==> src/rtl/alu_core.sv <==
// alu_core: 6502-style ALU stage; computes the strobed operation and captures it in ADD with ACR/AVR/HC.
// Ports: clk, reset (sync, active-high), a_in/b_in operands, I_ADDC carry/shift-in,
//   SUMS/ANDS/EORS/ORS/SRS op strobes (priority SUMS > SRS > ANDS > EORS > ORS),
//   DAA/DSA decimal qualifiers for SUMS, add_out hold register, ACR/AVR/HC registered flags.
// Optional macro: ALU_DECIMAL_EN enables same-cycle BCD correction of SUMS (WIDTH=8 only).
module alu_core #(
    parameter int WIDTH = 8
) (
    input  logic             clk,
    input  logic             reset,
    input  logic [WIDTH-1:0] a_in,
    input  logic [WIDTH-1:0] b_in,
    input  logic             I_ADDC,
    input  logic             SUMS,
    input  logic             ANDS,
    input  logic             EORS,
    input  logic             ORS,
    input  logic             SRS,
    input  logic             DAA,
    input  logic             DSA,
    output logic [WIDTH-1:0] add_out,
    output logic             ACR,
    output logic             AVR,
    output logic             HC
);
    logic [WIDTH:0]   s;
    logic [4:0]       n;
    logic             av;
    logic [WIDTH-1:0] sum_r;
    logic             sum_c;
    logic [WIDTH-1:0] nr;
    logic             nc;
    logic             en;
`ifdef ALU_DECIMAL_EN
    // lo is 9 bits so a +6 that overflows the byte still counts as "> 8'h99"
    logic [8:0]       lo;
    logic             hi_adj;
    logic [7:0]       daa_r;
    logic [7:0]       dsa_r;
`else
    logic             unused_dec;
    assign unused_dec = DAA ^ DSA;
`endif
    always_comb begin
        s     = {1'b0, a_in} + {1'b0, b_in} + {{WIDTH{1'b0}}, I_ADDC};
        n     = {1'b0, a_in[3:0]} + {1'b0, b_in[3:0]} + {4'b0, I_ADDC};
        av    = (a_in[WIDTH-1] == b_in[WIDTH-1]) && (s[WIDTH-1] != a_in[WIDTH-1]);
`ifdef ALU_DECIMAL_EN
        lo     = {1'b0, s[7:0]} + ((s[3:0] > 4'd9 || n[4]) ? 9'd6 : 9'd0);
        hi_adj = (lo > 9'h099) || s[8];
        daa_r  = lo[7:0] + (hi_adj ? 8'h60 : 8'h00);
        dsa_r  = s[7:0] - (n[4] ? 8'h00 : 8'h06) - (s[8] ? 8'h00 : 8'h60);
        // DAA and DSA together fall back to a plain binary add
        sum_r  = (DAA && !DSA) ? daa_r : (DSA && !DAA) ? dsa_r : s[WIDTH-1:0];
        sum_c  = (DAA && !DSA) ? hi_adj : s[WIDTH];
`else
        sum_r  = s[WIDTH-1:0];
        sum_c  = s[WIDTH];
`endif
        nr = SUMS ? sum_r : SRS ? {I_ADDC, a_in[WIDTH-1:1]} : ANDS ? (a_in & b_in) :
             EORS ? (a_in ^ b_in) : (a_in | b_in);
        nc = SUMS ? sum_c : SRS ? a_in[0] : 1'b0;
        en = SUMS | SRS | ANDS | EORS | ORS;
    end
    always_ff @(posedge clk) begin
        if (reset) begin
            add_out <= '0;
            ACR     <= 1'b0;
            AVR     <= 1'b0;
            HC      <= 1'b0;
        end else if (en) begin
            add_out <= nr;
            ACR     <= nc;
            AVR     <= SUMS & av;
            HC      <= SUMS & n[4];
        end
    end
endmodule

==> config.mk <==
export PLATFORM = sky130hd
export DESIGN_NAME = alu_core
export DESIGN_NICKNAME = d
export VERILOG_FILES = /design/src/rtl/alu_core.sv
export SDC_FILE = /design/constraint.sdc
export NUM_CORES = 1
export LEC_CHECK = 0
export CORE_UTILIZATION = 44
export DETAILED_ROUTE_END_ITERATION = 10
export GPL_ROUTABILITY_DRIVEN = 1
export GPL_TIMING_DRIVEN = 0
export PLACE_DENSITY = 0.81
export SYNTH_ARGS = -nofsm -noshare
export SYNTH_HDL_FRONTEND = slang
export SYNTH_SLANG_ARGS = --single-unit
==> constraint.sdc <==
create_clock -name clk -period 2.3 [get_ports clk]
set_clock_uncertainty 0.2 [all_clocks]
set_input_delay 0.575 -clock clk [delete_from_list [all_inputs] [get_ports clk]]
set_output_delay 0.575 -clock clk [all_outputs]
set_load 0.01 [all_outputs]
; ---- Word-level counts from Yosys, hierarchy flattened
; Index checks and enable logic that the tools add are counted.
[word_totals]
regBits = 11
latchBits = 0
ramBits = 0
mem_bits_ro = 0
inputBits = 26
out_inout_bits = 11
wordCells = 26
memories = 0
[op_classes]
add_sub_neg = 4
multipliers = 0
div_mod_pow = 0
order_cmp = 0
eq_ne = 2
shifts = 0
muxes = 6
bitwise_logic = 9
reduce_logical = 1
[ops]
columns = cell, count
row1 = 8-bit 2-to-1 mux, 4
row2 = 8-bit by 8-bit adder with 9-bit output, 1
row3 = 9-bit by 1-bit adder with 9-bit output, 1
row4 = 8-bit AND, 1
row5 = 8-bit bitwise OR, 1
row6 = 8-bit XOR, 1
row7 = 4-bit by 4-bit adder with 5-bit output, 1
row8 = 5-bit by 1-bit adder with 5-bit output, 1
row9 = 1-bit bitwise OR, 4
row10 = 1-bit AND, 2
row11 = 1-bit 2-to-1 mux, 2
row12 = 1-bit == test, 1
row13 = 1-bit logical AND, 1
row14 = 1-bit != test, 1

; ---- Logic depth before layout (Yosys ltp)
[logic_depth]
word_depth = 5
mapped_depth = 9
depth_no_buf = 9

; ---- Worst setup path before layout
; Ideal clock, no wire load.
[synth_timing]
kind = input-to-reg
startpoint = input a_in[0]
endpoint = register add_out[6]
arrival_time_ns = 2.184
t_required_ns = 1.973
setup_slack_ns = -0.211
stages = 9
cell_sequence = inv_1 > fa_1 > inv_1 > fa_1 > a21o_1 > a21o_1 > a2111o_1 > nand3_2 > a211oi_2
[synth_via]
elab_chain_len = 3
[synth_rtl]
columns = item, line
row1 = "start, declared", 11  ; input logic [WIDTH-1:0] a_in,
row2 = 8-bit by 8-bit adder with 9-bit output, 45  ; s = {1'b0, a_in} + {1'b0, b_in} + {{WIDTH{1'b0}}, I_ADDC};
row3 = 9-bit by 1-bit adder with 9-bit output, 45
row4 = 8-bit 2-to-1 mux, 60  ; nr = SUMS ? sum_r : SRS ? {I_ADDC, a_in[WIDTH-1:1]} : ANDS ? (a_in & b_in) :
row5 = "end signal, assigned", 72  ; add_out <= nr;
row6 = "end, declared", 21  ; output logic [WIDTH-1:0] add_out,
; Every way passes these cells.
; A chain may end at the register's enable or synchronous reset.

; ---- Worst setup path after layout
[layout_timing]
startpoint = input b_in[0]
endpoint = register add_out[6]
[layout_via]
elab_chain_len = 3
[layout_rtl]
columns = item, line
row1 = "start, declared", 12  ; input logic [WIDTH-1:0] b_in,
row2 = 8-bit by 8-bit adder with 9-bit output, 45
row3 = 9-bit by 1-bit adder with 9-bit output, 45
row4 = 8-bit 2-to-1 mux, 60
; Every way passes these cells.

==> results.py <==
metrics = {
    "status": {
        "outcome": "complete, but fails checks",
        "violations": "DRC",
    },
    "timing": {
        "max_slew_margin_pct": 77.7,
        "setup_tns_ns": 0,
        "hold_viol": 0,
        "rsz0062_at_grt": "false",
        "worstMarginPinSlew_ns": 0.334,
        "setup_viol": 0,
        "final_max_slew_viol_count": 0,
        "min_period_ns": 2.26,
        "fmax_ghz": 0.442,
        "timing.final.crit_share_pct": 98.3,
    },
    "drt": {
        "ant_nets": 0,
        "avgViaCountPerCell": 5.74,
        "dr.first_iter.drc_count": 85,
        "routed-via-count": 1418,
        "totalWireLength_um": 3520,
        "detail_route.wl_per_cell_um": 14.2,
        "dr.pass1.iters": 7,
        "remaining_drc_errors": 3,
    },
    "global_routing": {
        "grt_pass1_wl_um": 5570,
        "antenna_found_initial": 0,
        "groute.usage.overall_pct": 22.1,
        "overflow": 0,
        "grt_pass1_vias": 1300,
        "grt_max_degree": 11,
    },
    "cells_and_area": {
        "fin_nets": 261,
        "finalInstanceArea_um2": 1920,
        "diodes": 0,
        "layout.cells.non_filler": 247,
        "fin_util_pct": 67.9,
        "syn_to_final_growth_pct": 43.5,
        "drive_above_1_share_pct": 21.3,
    },
    "yosys": {
        "seq_area_frac_synth_pct": 16.4,
        "synth_edf_count": 0,
        "ys_types": 46,
        "synthFlopType": "dfxtp_1",
        "async_flop_share_pct": 0,
        "synth_area_per_cell_um2": 7.88,
        "yosysWarnings": 0,
        "synthCells": 170,
        "ys_ff_latch": 11,
        "syn_area_um2": 1340,
        "synthesis.nets": 214,
    },
    "clock_network": {
        "cts_tree": "built",
        "htree_levels": 1,
        "clock_latency_ns": 0.28,
        "cts.clk_slew.worst_paths_ns": 0.07,
        "cts_buffers": 3,
        "clock_path_buffers": 2,
        "root_buffer": "clkbuf_4",
        "cts.sinks": 11,
    },
    "worst_setup_path": {
        "path_class": "input port to register",
        "r2r_end": "ACR",
        "critPathLaunchType": "input port",
        "path_cells": "buf_4, inv_4, fa_2, inv_2, fa_2, a21o_1, a21o_1, a2111o_1, nand3_2, a211oi_2",
        "critPathMaxStageDelay_ns": 0.39,
        "r2r_slack_ns": 1.26,
        "critPathSlowestCell": "a2111o_1",
        "worstReg2RegStart": "ACR",
        "cp-end-kind": "register",
        "arrival_ns": 2.22,
        "crit_fanout": 4,
        "reg2regPathDepth": 3,
        "required_ns": 2.26,
    },
    "worst_hold_path": {
        "min_to": "add_out[0]",
        "worstHoldStart": "add_out[0]",
        "hp-class": "register to register",
        "hold_depth": 2,
    },
    "floorplanning": {
        "rows": 19,
        "dieArea_um2": 3270,
        "initial_utilization_pct": 47.3,
        "core_area_um2": 2830,
        "fp.dieW_um": 57.2,
        "io_pins": 37,
        "die-height_um": 57.2,
    },
    "placed_design": {
        "postPlaceCellArea_um2": 1730,
        "io_buffers": 33,
        "gp_congestion": 0.833,
        "dp_hpwl_um": 2530,
        "place_inst": 234,
    },
    "power_and_ir_drop": {
        "powerDensity_nw_per_um2": 376,
        "p_int_w": 0.000471,
        "switchingPower_w": 0.000252,
        "power_w": 0.000723,
        "peakVddDrop_mv": 0.157,
        "p_comb_share_pct": 51.1,
        "pwr-share-clk_pct": 18.7,
        "p_sw_share_pct": 34.9,
        "p_seq_share_pct": 30.3,
        "power_leakage_nw": 0.901,
    },
    "job": {
        "cap_violations": 0,
    },
}
cell usage in the layout, fill, tap and decap left out, types with 2 or more instances in the layout:
master | Yosys | routed
clkdlybuf4s50_1 | 0 | 20
inv_1 | 23 | 17
nor2_1 | 14 | 14
nand2_1 | 12 | 12
dfxtp_1 | 11 | 11
ha_1 | 16 | 11
buf_4 | 0 | 10
a21oi_1 | 10 | 9
a21o_1 | 7 | 7
o211ai_1 | 6 | 6
buf_6 | 3 | 5
a22oi_1 | 5 | 5
nor2b_1 | 5 | 5
ha_4 | 0 | 5
dlymetal6s2s_1 | 0 | 5
a211oi_1 | 5 | 4
o311ai_1 | 4 | 4
dlygate4sd2_1 | 0 | 4
inv_2 | 0 | 3
buf_2 | 3 | 3
o31ai_1 | 3 | 3
o21ai_1 | 2 | 3
clkbuf_4 | 1 | 3
nor3_1 | 2 | 2
a211oi_2 | 1 | 2
o21a_1 | 2 | 2
xor2_1 | 2 | 2
a211o_1 | 2 | 2
o21ai_0 | 3 | 2
or3_1 | 2 | 2
a31oi_1 | 2 | 2
nand3b_1 | 2 | 2
nand2b_1 | 2 | 2
fa_2 | 0 | 2
stage by stage:
step	hold slack (ns)	setup slack [ns]
floorplan	0.276	-0.0771
global placement	0.239	-0.856
detailed placement	0.248	-0.870
CTS	0.256	-0.0311
global route	0.288	0.00191
finish	0.252	0.0393
Yosys cell counts, types with 2 or more instances:
cell	count	area, µm²
a211o_1	2	17.5
a211oi_1	5	37.5
a21o_1	7	52.6
a21oi_1	10	50.1
a22oi_1	5	37.5
a31oi_1	2	12.5
buf_2	3	15.0
buf_6	3	33.8
dfxtp_1	11	220
fa_1	2	40.0
ha_1	16	200
inv_1	23	86.3
nand2_1	12	45.0
nand2b_1	2	12.5
nand3b_1	2	15.0
nor2_1	14	52.6
nor2b_1	5	31.3
nor3_1	2	10.0
o211ai_1	6	45.0
o21a_1	2	15.0
o21ai_0	3	15.0
o21ai_1	2	10.0
o311ai_1	4	35.0
o31ai_1	3	22.5
or3_1	2	12.5
xor2_1	2	17.5
repair_timing:
action,in CTS,in global routing
hold buffers,0,0
endpoints found under the setup margin,10,7
resized for setup,30,12
pin swaps,8,9
setup buffers,5,4
flip-flops by register name, summed over array words and instances, names as in the netlist:
register / cells
AVR: 1
add_out: 8
HC: 1
ACR: 1
critical path: cells and delay by family:
family | cells | cell delay [ns]
AOI/OAI and AO/OA | 4 | 0.81
buffers and inverters | 3 | 0.21
and+or+nand+nor | 1 | 0.09
adders and majority gates | 2 | 0.54
power groups by stage:
| stage | Sequential, W | Clock (W) | Combinational [W] |
|---|---|---|---|
| 2_1_floorplan | 0.000231 | 0 | 0.000186 |
| 3_3_place_gp | 0.000222 | 0 | 0.000312 |
| 3_5_place_dp | 0.000223 | 0 | 0.000320 |
| 4_1_cts | 0.000219 | 0.000136 | 0.000346 |
| 5_1_grt | 0.000221 | 0.000150 | 0.000400 |
| 6_report | 0.000219 | 0.000135 | 0.000369 |
final cells by class:
cell class | instances | area (µm²)
Clock buffer | 4 | 26.3
Multi-Input combinational cell | 126 | 1020
Tap cell | 31 | 38.8
Timing Repair Buffer | 42 | 399
Buffer | 10 | 113
Inverter | 23 | 106
Sequential cell | 11 | 220
Fill cell | 237 | 908
metal layers:
metal	GRT usage, %	up-vias	routed length, µm
met2	38.5	59	1730
li1	-	694	-
met4	10.8	0	93
met1	26.5	653	1490
met5	0	-	0
met3	3.40	12	206
how the worst max path moves through the flow:
stage	slack, ns	start	cells after the start	endpoint
6_report	0.04	b_in[0]	10	add_out[6]
5_1_grt	0.002	b_in[0]	10	add_out[6]
4_1_cts	-0.03	b_in[0]	10	add_out[6]
3_5_place_dp	-0.87	a_in[0]	10	add_out[6]
3_3_place_gp	-0.86	a_in[0]	10	add_out[6]
2_1_floorplan	-0.08	a_in[0]	9	add_out[6]
logic make-up after synthesis:
| group | Yosys count | synth area share [%] |
|---|---|---|
| flip-flops | 11 | 16.4 |
| AND/OR/NAND/NOR | 47 | 18.3 |
| buffers and inverters | 33 | 13.9 |
| adder cells (fa/ha/maj) | 18 | 17.9 |
| multiplexers | 1 | 0.748 |
| XOR/XNOR | 3 | 1.96 |
| AO/OA/AOI/OAI | 57 | 30.7 |
(Power assumes the default switching activity.)
